--- config.mk ---
export PLATFORM = sky130hd
export DESIGN_NAME = lcd_write_sequencer_flat
export DESIGN_NICKNAME = d
export VERILOG_FILES = /design/src/rtl/lcd_write_sequencer_if.sv /design/src/rtl/lcd_write_sequencer.sv /design/src/flat_wrapper.sv
export SDC_FILE = /design/constraint.sdc
export NUM_CORES = 1
export LEC_CHECK = 0
export ABC_CLOCK_PERIOD_IN_PS = 3500
export BUFFER_PORTS_ARGS = -buffer_cell sky130_fd_sc_hd__buf_2
export CAP_MARGIN = 15
export CORE_UTILIZATION = 25
export CTS_CLUSTER_DIAMETER = 30
export DETAILED_ROUTE_END_ITERATION = 12
export HOLD_SLACK_MARGIN = 0.03
export PLACE_DENSITY_LB_ADDON = 0.05
export SLEW_MARGIN = 10
export SYNTH_ARGS = -nofsm -noshare
export SYNTH_HDL_FRONTEND = slang
export SYNTH_SLANG_ARGS = --single-unit
--- constraint.sdc ---
create_clock -name clk -period 3.5 [get_ports clk]
set_input_delay 0.175 -clock clk [delete_from_list [all_inputs] [get_ports clk]]
set_output_delay 0.175 -clock clk [all_outputs]
set_load 0.01 [all_outputs]
--- src/rtl/lcd_write_sequencer_if.sv ---
// lcd_write_sequencer_if: CPU-side write port and LCD pin bundle for the write sequencer
interface lcd_write_sequencer_if;
    logic        wr_en;
    logic        wr_rs;
    logic [7:0]  wr_data;
    logic        full;
    logic        busy;
    logic        overflow;
    logic [10:0] lcd_pins;
    modport master (output wr_en, wr_rs, wr_data, input full, busy, overflow, lcd_pins);
    modport slave  (input wr_en, wr_rs, wr_data, output full, busy, overflow, lcd_pins);
endinterface

--- src/rtl/lcd_write_sequencer.sv ---
// lcd_write_sequencer: queues {rs,byte} writes and drives HD44780 setup/E-pulse/hold/exec timing
module lcd_write_sequencer #(
    parameter int SETUP_CYC      = 2,
    parameter int PULSE_CYC      = 12,
    parameter int HOLD_CYC       = 2,
    parameter int CMD_WAIT_CYC   = 2000,
    parameter int CLEAR_WAIT_CYC = 82000,
    parameter int FIFO_DEPTH     = 4
) (
    input logic                 clk,
    input logic                 rst,
    lcd_write_sequencer_if.slave bus
);
    localparam int AW = (FIFO_DEPTH > 1) ? $clog2(FIFO_DEPTH) : 1;
    localparam logic [16:0] SETUP_T = 17'(SETUP_CYC - 1);
    localparam logic [16:0] PULSE_T = 17'(PULSE_CYC - 1);
    localparam logic [16:0] HOLD_T  = 17'(HOLD_CYC - 1);
    localparam logic [16:0] CMD_T   = 17'(CMD_WAIT_CYC - 1);
    localparam logic [16:0] CLR_T   = 17'(CLEAR_WAIT_CYC - 1);
    localparam logic [AW:0] DEPTH   = (AW + 1)'(FIFO_DEPTH);

    typedef enum logic [2:0] {IDLE, SETUP, PULSE, HOLD, WAIT} state_t;

    state_t       state_q, state_d;
    logic [16:0]  timer_q, timer_d;
    logic [8:0]   hold_q, hold_d;
    logic [AW:0]  count_q, count_d;
    logic [AW-1:0] wr_ptr_q, wr_ptr_d, rd_ptr_q, rd_ptr_d;
    logic         overflow_q, overflow_d;
    logic [8:0]   mem_q [2**AW];
    logic         full, push, pop, done, is_clr;

    // FIFO bookkeeping, timer countdown and the write-cycle state machine
    always_comb begin
        full       = count_q == DEPTH;
        push       = bus.wr_en && !full;
        pop        = state_q == IDLE && count_q != '0;
        done       = timer_q == '0;
        is_clr     = !hold_q[8] && hold_q[7:2] == '0 && hold_q[1:0] != '0;
        count_d    = count_q + (AW + 1)'(push) - (AW + 1)'(pop);
        wr_ptr_d   = push ? wr_ptr_q + 1'b1 : wr_ptr_q;
        rd_ptr_d   = pop ? rd_ptr_q + 1'b1 : rd_ptr_q;
        overflow_d = overflow_q || (bus.wr_en && full);
        state_d    = state_q;
        timer_d    = done ? timer_q : timer_q - 1'b1;
        hold_d     = hold_q;
        case (state_q)
            IDLE: if (pop) begin
                state_d = SETUP;
                timer_d = SETUP_T;
                hold_d  = mem_q[rd_ptr_q];
            end
            SETUP: if (done) begin
                state_d = PULSE;
                timer_d = PULSE_T;
            end
            PULSE: if (done) begin
                state_d = HOLD;
                timer_d = HOLD_T;
            end
            HOLD: if (done) begin
                state_d = WAIT;
                timer_d = is_clr ? CLR_T : CMD_T;
            end
            WAIT: if (done) state_d = IDLE;
            default: state_d = IDLE;
        endcase
    end

    // State registers; reset flushes the queue and clears the pins
    always_ff @(posedge clk) begin
        if (rst) begin
            state_q    <= IDLE;
            timer_q    <= '0;
            hold_q     <= '0;
            count_q    <= '0;
            wr_ptr_q   <= '0;
            rd_ptr_q   <= '0;
            overflow_q <= 1'b0;
        end else begin
            state_q    <= state_d;
            timer_q    <= timer_d;
            hold_q     <= hold_d;
            count_q    <= count_d;
            wr_ptr_q   <= wr_ptr_d;
            rd_ptr_q   <= rd_ptr_d;
            overflow_q <= overflow_d;
        end
    end

    // FIFO storage; contents are don't-care until counted in
    always_ff @(posedge clk) begin
        if (push) mem_q[wr_ptr_q] <= {bus.wr_rs, bus.wr_data};
    end

    assign bus.full     = full;
    assign bus.busy     = state_q != IDLE || count_q != '0;
    assign bus.overflow = overflow_q;
    assign bus.lcd_pins = {state_q == PULSE, 1'b0, hold_q};
endmodule
--- src/flat_wrapper.sv ---
// flat-port wrapper written by rule: the top's interface ports become plain ports
module lcd_write_sequencer_flat 
#(
    parameter int SETUP_CYC      = 2,
    parameter int PULSE_CYC      = 12,
    parameter int HOLD_CYC       = 2,
    parameter int CMD_WAIT_CYC   = 2000,
    parameter int CLEAR_WAIT_CYC = 82000,
    parameter int FIFO_DEPTH     = 4
)
  (clk, rst, bus_wr_en, bus_wr_rs, bus_wr_data, bus_full, bus_busy, bus_overflow, bus_lcd_pins);
  lcd_write_sequencer_if bus_i ();
  input logic clk;
  input logic rst;
  input wire logic [$bits(bus_i.wr_en)-1:0] bus_wr_en;
  input wire logic [$bits(bus_i.wr_rs)-1:0] bus_wr_rs;
  input wire logic [$bits(bus_i.wr_data)-1:0] bus_wr_data;
  output wire logic [$bits(bus_i.full)-1:0] bus_full;
  output wire logic [$bits(bus_i.busy)-1:0] bus_busy;
  output wire logic [$bits(bus_i.overflow)-1:0] bus_overflow;
  output wire logic [$bits(bus_i.lcd_pins)-1:0] bus_lcd_pins;
  assign bus_i.wr_en = bus_wr_en;
  assign bus_i.wr_rs = bus_wr_rs;
  assign bus_i.wr_data = bus_wr_data;
  assign bus_full = bus_i.full;
  assign bus_busy = bus_i.busy;
  assign bus_overflow = bus_i.overflow;
  assign bus_lcd_pins = bus_i.lcd_pins;
  lcd_write_sequencer #(.SETUP_CYC(SETUP_CYC), .PULSE_CYC(PULSE_CYC), .HOLD_CYC(HOLD_CYC), .CMD_WAIT_CYC(CMD_WAIT_CYC), .CLEAR_WAIT_CYC(CLEAR_WAIT_CYC), .FIFO_DEPTH(FIFO_DEPTH)) u_core (.clk(clk), .rst(rst), .bus(bus_i));
endmodule
==> impl_metrics.env, run 1 <==
export IMPL_synth_cell_types=54
export IMPL_dpl_hpwl_um=4880
export IMPL_postCtsResizedCells=0
export IMPL_worstSetupStartpoint="u_core.count_q[2]"
export IMPL_ctsHoldBuffers=0
export IMPL_reg2reg_setup_slack_ns=0.79
export IMPL_die_h_um=116
export IMPL_layoutNonFillerInstCount=476
export IMPL_dieArea_sq_um=13400
export IMPL_dr_first_iter_drc_count=64
export IMPL_die_x_um=116
export IMPL_relSlewSlack_pct=46.7
export IMPL_io_buffers=24
export IMPL_synth_area_sq_um=3230
export IMPL_cts_buffers=9
export IMPL_synth_most_common_cell="dfxtp_1"
export IMPL_grt_use_total_pct=12.2
export IMPL_synth_largest_area_cell="edfxtp_1"
export IMPL_dpl_cell_count=460
export IMPL_hold_ws_ns=0.0579
export IMPL_setup_tns_ns=0
export IMPL_vias=2087
export IMPL_start_kind="register"
export IMPL_finalMaxSlewViolations=0
export IMPL_final_util_pct=30.3
export IMPL_crit_top_cell="inv_1"
export IMPL_cpPeakStageDelay_ns=0.46
export IMPL_synth_area_top_cells="edfxtp_1 33%, dfxtp_1 23%, mux4_2 6.3%, ha_1 3.5%, a21oi_1 2.8%"
export IMPL_setup_violations=0
export IMPL_core_sq_um=12600
export IMPL_synth_top_family_by_area="simple AND/OR/NAND/NOR gates"
export IMPL_required_ns=3.71
export IMPL_area_growth_pct=18.4
export IMPL_synth_top_area_share_pct=33.4
export IMPL_initial_core_util_pct=25.6
export IMPL_synth_fa_ha_area_share_pct=4.10
export IMPL_leakage_uw=0.00139
export IMPL_arrival_ns=2.92
export IMPL_synth_edf_count=36
export IMPL_grt_ovfl_total=0
export IMPL_ys_ff_latch=73
export IMPL_synth_compound_area_share_pct=8.67
export IMPL_async_flop_share_pct=0
export IMPL_end_kind="register"
export IMPL_finalCritPeriodShare_pct=77.4
export IMPL_htree_levels=3
export IMPL_critPathKind="reg -> reg"
export IMPL_dp_slack_ns=0.733
export IMPL_layout_setup_ws_ns=0.791
export IMPL_fin_crit_ns=2.71
export IMPL_hp_start="bus_wr_rs"
export IMPL_pwr_share_seq_pct=34.3
export IMPL_hold_class="in -> reg"
export IMPL_cts_tree="done"
export IMPL_hold_violations=0
export IMPL_ios=26
export IMPL_gp_congestion=0.696
export IMPL_path_cells="nor3_1 > or4_1 > inv_1 > ha_1 > inv_1 > ha_1 > inv_1 > fa_1 > xor2_1 > xnor2_1 > nor2_1"
export IMPL_antenna_cells=0
export IMPL_yosys_area_share_simple_pct=15.5
export IMPL_syn_inst=275
export IMPL_max_freq_mhz=369
export IMPL_comb_power_share_pct=42.0
export IMPL_yosys_area_share_xor_xnor_pct=4.06
export IMPL_rsz0062_at_grt="no"
export IMPL_n_fill_cell=1347
export IMPL_post_drt_wl_per_cell_um=14.9
export IMPL_muxShareOfSynthArea_pct=7.51
export IMPL_insertion_delay_ns=0.34
export IMPL_grt_pass1_vias=2225
export IMPL_yosysWarnings=0
export IMPL_cts_max_path_buffers=2
export IMPL_regToRegStartpoint="u_core.count_q[2]"
export IMPL_rows=41
export IMPL_clock_skew_ns=0.00587
export IMPL_ir_drop_mv=0.354
export IMPL_cts_root_buf="clkbuf_16"
export IMPL_dr_pass1_iters=4
export IMPL_antenna_found_initial=0
export IMPL_drt_wl_total_um=7100
export IMPL_switchingPower_uw=1570
export IMPL_drt_vias_per_instance=4.38
export IMPL_synth_area_per_cell_sq_um=11.8
export IMPL_ys_seq_area_share_pct=56.3
export IMPL_synth_common_cells="37 x dfxtp_1, 36 x edfxtp_1, 23 x nand2_1"
export IMPL_grt_max_degree=28
export IMPL_ant_nets=0
export IMPL_synth_ff_type="dfxtp_1"
export IMPL_clkPwrFrac_pct=23.6
export IMPL_post_cts_buffers=0
export IMPL_status="completed"
export IMPL_cpMaxStageDelayCell="nor3_1"
export IMPL_switching_share_pct=39.7
export IMPL_fin_nets=321
export IMPL_syn_nets=297
export IMPL_drive_above_1_share_pct=20.7
export IMPL_maxCapViolCount=0
export IMPL_internal_power_uw=2390
export IMPL_cp_max_fo=10
export IMPL_grt_pass1_wl_um=11900
export IMPL_cts_sinks=73
export IMPL_powerDensity_nw_per_um2=1030
export IMPL_clk_pin_slew_ns=0.06
export IMPL_drc=0
export IMPL_tightest_slew_ns=0.789
final timing paths:
path	endpoint	cells past startpoint
setup / recovery	u_core.count_q[2]	11
hold / removal	u_core.mem_q[1][8]	1
setup reg to reg	u_core.count_q[2]	11
hold reg to reg	u_core.bus.overflow	2
metrics by stage:
| step | instance area [sq um] | total power [uW] |
|---|---|---|
| final | 3830 | 3960 |
| after global routing | 3830 | 4340 |
| after CTS | 3830 | 4050 |
| after detailed placement | 3520 | 3080 |
| after global placement | 3520 | 3100 |
| after floorplan | 3230 | 2640 |
cell type report:
type	instances	area (sq um)	share of cell area [%]
clock buffer	9	225	5.88
clock inverter	7	77.6	2.03
inverter	12	45.0	1.18
multi-input combinational	175	1290	33.8
sequential	73	1820	47.6
tap	172	215	5.62
timing repair buffer	28	150	3.92
placed cells by master (no fill, tap or decap), types with 5 or more instances in the layout:
master     instances
dfxtp_1           37
edfxtp_1          36
buf_2             24
nand2_1           23
nor2_1            22
a21oi_1           18
inv_1             11
mux4_2             9
ha_1               9
clkbuf_16          9
xor2_1             8
nor4_1             7
o21ai_0            7
xnor2_1            7
nor3_1             6
and2_1             5
flip-flops by register name (all words and copies together), names as in the netlist:
register	cells
u_core.mem_q	36
u_core.count_q	3
u_core.hold_q	9
u_core.rd_ptr_q	2
u_core.wr_ptr_q	2
u_core.bus.overflow	1
u_core.timer_q	17
u_core.state_q	3
critical path, delay by kind of cell (launching register included):
kind | cells | cell delay (ns)
xor+xnor | 2 | 0.32
buf+inv | 3 | 0.21
flops | 1 | 0.33
fa+ha+maj | 3 | 0.79
simple gates | 3 | 0.93
metal layers:
metal | vias up | global-route usage [%] | share of wire (%)
met5 | - | 0 | 0
met4 | 0 | 3.85 | 0.69
met3 | 4 | 5.44 | 4.7
met2 | 24 | 20.3 | 49
met1 | 1007 | 14.1 | 45
li1 | 1052 | - | -
power groups by stage:
| stage | registers, uW | logic [uW] | clock network [uW] |
|---|---|---|---|
| after global placement | 1380 | 1720 | 0 |
| after detailed placement | 1380 | 1700 | 0 |
| after global routing | 1400 | 1930 | 1000 |
| after CTS | 1370 | 1710 | 965 |
| after floorplan | 1290 | 1350 | 0 |
| final | 1360 | 1670 | 935 |
cells by family after synthesis:
kind of cell / after synthesis
and+or+nand+nor: 94
adders and majority gates: 10
AOI/OAI and AO/OA: 42
xor gates and xnor gates: 15
muxes: 13
DFF: 73
buffers and inverters: 27
other: 1
Note: power is estimated with default switching activity, not from simulation.
==> run 2: changes to the inputs <==
ABC_AREA = 1   (was not set)
ABC_CLOCK_PERIOD_IN_PS = 2300   (was 3500)
clock period = 2.3 ns   (was 3.5 ns; I/O delays follow)
==> run 2 against run 1 <==
  * Synthesized cell count is 49% higher
  * Critical path type unchanged
  * Count of clock-buffer cells in the layout rose by 1
  * Cell area increased by 10%
  * Largest power group unchanged
  * Non-clock buffer count grew 16
==> impl_metrics.env, run 2 <==
export IMPL_status="completed"
export IMPL_syn_nets=433
export IMPL_synth_common_cells="84 x nor2_1, 69 x nand2_1, 41 x inv_1"
export IMPL_required_ns=2.58
export IMPL_arrival_ns=2.23
export IMPL_cts_sinks=73
export IMPL_reg_top3="u_core.mem_q (36), u_core.timer_q (17), u_core.hold_q (9)"
export IMPL_final_area_sq_um=4220
export IMPL_crit_cells=13
export IMPL_path_cells="nor2_2 > inv_1 > nor2_2 > inv_1 > nor2_4 > ha_1 > inv_1 > ha_1 > inv_1 > fa_1 > inv_1 > o21ai_0 > a21oi_1"
export IMPL_cts_max_path_buffers=2
export IMPL_synth_edf_count=36
export IMPL_fin_nets=475
export IMPL_die_h_um=120
export IMPL_post_drt_wl_per_cell_um=14.3
export IMPL_top_layer_used="met4"
export IMPL_post_dp_cell_area_sq_um=3850
export IMPL_insertion_delay_ns=0.34
export IMPL_dr_pass1_iters=4
export IMPL_die_x_um=120
export IMPL_grt_pass1_vias=2772
export IMPL_grt_pass1_wl_um=14800
export IMPL_grt_ovfl_total=0
export IMPL_largest_reg_flops=36
export IMPL_fin_crit_ns=1.96
export IMPL_finalMaxSlewViolations=0
export IMPL_vias=2751
export IMPL_yosysWarnings=0
export IMPL_finalCritPeriodShare_pct=85.1
export IMPL_max_freq_mhz=511
export IMPL_dieArea_sq_um=14500
export IMPL_hold_class="in -> reg"
export IMPL_cpPeakStageDelay_ns=0.36
export IMPL_area_growth_pct=20.3
export IMPL_wl_met2_um=4460
export IMPL_ys_seq_area_share_pct=51.9
export IMPL_path_buf_inv=5
export IMPL_io_buffers=24
export IMPL_cpMaxStageDelayCell="dfxtp_1"
export IMPL_ant_nets=0
export IMPL_crit_top_cell="inv_1"
export IMPL_powerDensity_nw_per_um2=1490
export IMPL_gp_congestion=0.780
export IMPL_htree_levels=3
export IMPL_final_common_cell="nor2_1"
export IMPL_async_flop_share_pct=0
export IMPL_hold_ws_ns=0.0970
export IMPL_hold_depth=2
export IMPL_layout_common_cells="84 x nor2_1, 69 x nand2_1, 41 x inv_1"
export IMPL_drive_above_1_share_pct=15.9
export IMPL_clk_pin_slew_ns=0.06
export IMPL_rows=42
export IMPL_antenna_cells=0
export IMPL_power_uw=6290
export IMPL_ios=26
export IMPL_drc=0
export IMPL_initial_core_util_pct=26.1
export IMPL_cts_tree="done"
export IMPL_postCtsResizedCells=0
export IMPL_clock_skew_ns=0.00677
export IMPL_drt_wl_total_um=9050
export IMPL_core_sq_um=13500
export IMPL_met3_length_um=335
export IMPL_ir_drop_mv=0.552
export IMPL_synth_area_sq_um=3510
export IMPL_syn_inst=411
export IMPL_ys_ff_latch=73
export IMPL_ff2ff_path_depth=13
export IMPL_grt_max_degree=23
export IMPL_antenna_found_initial=0
export IMPL_grt_use_total_pct=13.9
export IMPL_crit_family="adder cells"
export IMPL_synth_most_common_cell="nor2_1"
export IMPL_synth_area_top_cells="edfxtp_1 31%, dfxtp_1 21%, nor2_1 9.0%, nand2_1 7.4%, o21ai_0 5.0%"
export IMPL_end_kind="register"
export IMPL_cts_root_buf="clkbuf_16"
export IMPL_n_fill_cell=1479
export IMPL_synth_ff_type="dfxtp_1"
export IMPL_start_kind="register"
export IMPL_cp_max_fo=6
export IMPL_regMostFlops="u_core.mem_q"
export IMPL_synth_largest_area_cell="edfxtp_1"
export IMPL_leakage_uw=0.00183
export IMPL_relSlewSlack_pct=60.0
export IMPL_synth_area_per_cell_sq_um=8.53
export IMPL_setup_violations=0
export IMPL_setup_tns_ns=0
export IMPL_critPathKind="reg -> reg"
export IMPL_tightest_slew_ns=0.591
export IMPL_dpl_hpwl_um=6140
export IMPL_synth_top_area_share_pct=30.8
export IMPL_drt_vias_per_instance=4.34
export IMPL_synth_cell_types=33
export IMPL_wl_met1_um=4120
export IMPL_hold_violations=0
export IMPL_rsz0062_at_grt="no"
export IMPL_cts_buffers=9
export IMPL_dr_first_iter_drc_count=163
export IMPL_maxCapViolCount=0
## run 2: cell count changes in the layout (fill, tap and decap cells not counted), moves of 9 or more
cell	change
o21ai_0	+28
nand3_1	+12
mux4_2	-9
nand2_1	+46
dlygate4sd3_1	+10
inv_1	+30
nor2_1	+62
## run 2: path summary, 6_finish.rpt
kind                        from                   to  slack [ns]
max            u_core.state_q[0]    u_core.count_q[2]        0.34
min                          rst    u_core.count_q[1]         0.1
max reg2reg    u_core.state_q[0]    u_core.count_q[2]        0.34
min reg2reg  u_core.bus.overflow  u_core.bus.overflow        0.45
## run 2: per-stage QoR
step	setup WS (ns)	instances	utilization, %
5_1_grt	0.130	634	31.4
3_5_place_dp	0.335	608	28.6
2_1_floorplan	0.250	411	-
3_3_place_gp	0.368	608	28.6
4_1_cts	0.323	634	31.4
6_report	0.342	634	31.4
## run 2: final cells by class
class	instances	area (sq um)	area share [%]
inverter	42	158	3.74
timing repair buffer	44	295	7.00
sequential	73	1820	43.2
multi-input combinational	283	1450	34.4
tap	176	220	5.22
clock buffer	10	229	5.43
clock inverter	6	42.5	1.01
## run 2: worst reg2reg max path: stages, from the launching register on
cell	delay, ns
dfxtp_1	0.36
nor2_2	0.12
inv_1	0.06
nor2_2	0.11
inv_1	0.09
nor2_4	0.09
ha_1	0.23
inv_1	0.06
ha_1	0.12
inv_1	0.04
fa_1	0.35
inv_1	0.07
o21ai_0	0.08
a21oi_1	0.14
## run 2: report_power, final
group	switching, uW	internal [uW]	total (uW)
sequential	259	1680	1940
clock	567	732	1300
combinational	1990	1060	3050
## run 2: what timing repair did
action	in CTS	in global routing
endpoints found under the hold margin	37	0
hold buffers	10	0
setup buffers	0	0
## run 2: per-layer routing
layer / vias up / global-route usage, %
li1: 1429 / -
met1: 1274 / 16.2
met2: 37 / 23.9
met3: 11 / 4.62
met4: 0 / 4.40
met5: - / 0
## run 2: cells by family (layout without fill, tap and decap cells)
| logic type | count (synthesis) | count (layout) | share of synthesized area, % |
|---|---|---|---|
| AO/OA/AOI/OAI | 64 | 64 | 9.88 |
| XOR/XNOR | 10 | 10 | 2.50 |
| adder cells (fa/ha/maj) | 10 | 10 | 3.78 |
| buffers and inverters | 55 | 102 | 6.60 |
| flip-flops | 73 | 73 | 51.9 |
| other | 1 | 1 | 0.107 |
| AND/OR/NAND/NOR | 198 | 198 | 25.2 |
==> run 3: changes to the inputs <==
PLACE_DENSITY = 0.39   (was not set)
PLACE_DENSITY_LB_ADDON = not set   (was 0.05)
==> run 3 against run 2 <==
  * Maximum frequency increased by 0.38%
  * Power decreased by 0.94%
  * Combinational power is essentially flat
  * Critical path type unchanged
  * First-iteration DRC count down 56%
  * Global-route usage decreased by 0.59 points
  * Wire length down 5.6%
  * Non-clock buffer count down 2
  * Clock skew is 0.0047 ns higher
  * Sequential share of layout area up 0.23 points
==> impl_metrics.env, run 3 (same netlist as run 2, synthesis figures left out) <==
export IMPL_status="completed"
export IMPL_fin_crit_ns=1.95
export IMPL_tightest_slew_ns=0.538
export IMPL_largest_reg_flops=36
export IMPL_cts_sinks=73
export IMPL_dpl_hpwl_um=5920
export IMPL_r2r_end="u_core.count_q[2]"
export IMPL_area_growth_pct=19.7
export IMPL_post_dp_cell_area_sq_um=3840
export IMPL_worstSetupStartpoint="u_core.state_q[0]"
export IMPL_hp_start="bus_wr_en"
export IMPL_grt_pass1_vias=2760
export IMPL_insertion_delay_ns=0.34
export IMPL_finalCritPeriodShare_pct=84.8
export IMPL_fin_nets=473
export IMPL_dieArea_sq_um=14500
export IMPL_drc=0
export IMPL_leakage_uw=0.00182
export IMPL_hold_violations=0
export IMPL_layout_common_cells="84 x nor2_1, 69 x nand2_1, 41 x inv_1"
export IMPL_final_area_sq_um=4200
export IMPL_finalMaxSlewViolations=0
export IMPL_drive_above_1_share_pct=15.8
export IMPL_hold_class="in -> reg"
export IMPL_setup_tns_ns=0
export IMPL_max_freq_mhz=513
export IMPL_ios=26
export IMPL_grt_pass1_wl_um=14300
export IMPL_clk_pin_slew_ns=0.06
export IMPL_ir_drop_mv=0.485
export IMPL_gp_congestion=0.806
export IMPL_dr_pass1_iters=4
export IMPL_dr_first_iter_drc_count=72
export IMPL_end_kind="register"
export IMPL_maxCapViolCount=0
export IMPL_io_buffers=24
export IMPL_core_sq_um=13500
export IMPL_ant_nets=0
export IMPL_critPathKind="reg -> reg"
export IMPL_htree_levels=3
export IMPL_arrival_ns=2.23
export IMPL_setup_violations=0
export IMPL_regMostFlops="u_core.mem_q"
export IMPL_grt_max_degree=23
export IMPL_hold_depth=3
export IMPL_rsz0062_at_grt="no"
export IMPL_grt_use_total_pct=13.3
export IMPL_drt_wl_total_um=8540
export IMPL_powerDensity_nw_per_um2=1480
export IMPL_holdPathEnd="u_core.bus.overflow"
export IMPL_use_met1_pct=15.9
export IMPL_cts_tree="done"
export IMPL_dp_slack_ns=0.344
export IMPL_post_cts_buffers=0
export IMPL_regToRegStartpoint="u_core.state_q[0]"
export IMPL_ff2ff_path_depth=13
export IMPL_drt_vias_per_instance=4.41
export IMPL_final_util_pct=31.2
export IMPL_layout_setup_ws_ns=0.350
export IMPL_grt_use_met3_pct=4.58
export IMPL_clock_skew_ns=0.0115
export IMPL_final_common_cell="nor2_1"
export IMPL_required_ns=2.58
export IMPL_grt_busiest_layer="met2"
export IMPL_initial_core_util_pct=26.1
export IMPL_cts_max_path_buffers=2
export IMPL_reg2reg_setup_slack_ns=0.35
export IMPL_post_drt_wl_per_cell_um=13.5
export IMPL_relSlewSlack_pct=63.6
export IMPL_cp_max_fo=6
export IMPL_vias=2789
export IMPL_start_kind="register"
export IMPL_die_x_um=120
export IMPL_grtUsageMet2_pct=22.3
export IMPL_antenna_found_initial=0
export IMPL_reg_top3="u_core.mem_q (36), u_core.timer_q (17), u_core.hold_q (9)"
export IMPL_cts_buffers=9
export IMPL_rows=42
export IMPL_die_h_um=120
export IMPL_hold_ws_ns=0.0432
export IMPL_postCtsResizedCells=0
export IMPL_cts_root_buf="clkbuf_16"
export IMPL_antenna_cells=0
export IMPL_ctsHoldBuffers=9
export IMPL_grt_ovfl_total=0
-- run 3: area by class of cell --
type / count / area [sq um]
Tap cell: 176 / 220
Clock inverter: 5 / 33.8
Timing Repair Buffer: 42 / 278
Fill cell: 1468 / 9260
Inverter: 42 / 158
Multi-Input combinational cell: 283 / 1450
Clock buffer: 11 / 233
Sequential cell: 73 / 1820
-- run 3: worst max-delay path, cell delays in order (launching register included) --
cell     delay [ns]
dfxtp_1        0.36
nor2_2         0.11
inv_1          0.05
nor2_2         0.10
inv_1          0.09
nor2_4         0.09
ha_1           0.23
inv_1          0.05
ha_1           0.13
inv_1          0.05
fa_1           0.35
inv_1          0.07
o21ai_0        0.08
a21oi_1        0.13
-- run 3: worst max path at each step --
stage,endpoint,cells past startpoint
after floorplan,u_core.count_q[2],14
after CTS,u_core.count_q[2],13
after global placement,u_core.count_q[2],13
after detailed placement,u_core.count_q[2],13
after global routing,u_core.count_q[2],13
final,u_core.count_q[2],13
-- run 3: metrics by stage --
| stage | cells | power (uW) |
|---|---|---|
| final | 632 | 6230 |
| after global placement | 607 | 5010 |
| after global routing | 632 | 6890 |
| after CTS | 632 | 6360 |
| after detailed placement | 607 | 5040 |
| after floorplan | 411 | 4230 |
-- run 3: routing by layer --
layer,share of wire [%],wire [um]
met1,46,3940
met2,49,4180
met4,1.1,95
met5,0,0
met3,3.9,333
-- run 3: report_power, final --
part	leakage [uW]	internal, uW	switching, uW
registers	0.000634	1680	252
clock network	0.000126	728	542
logic	0.00106	1060	1970
total	0.00182	3470	2760
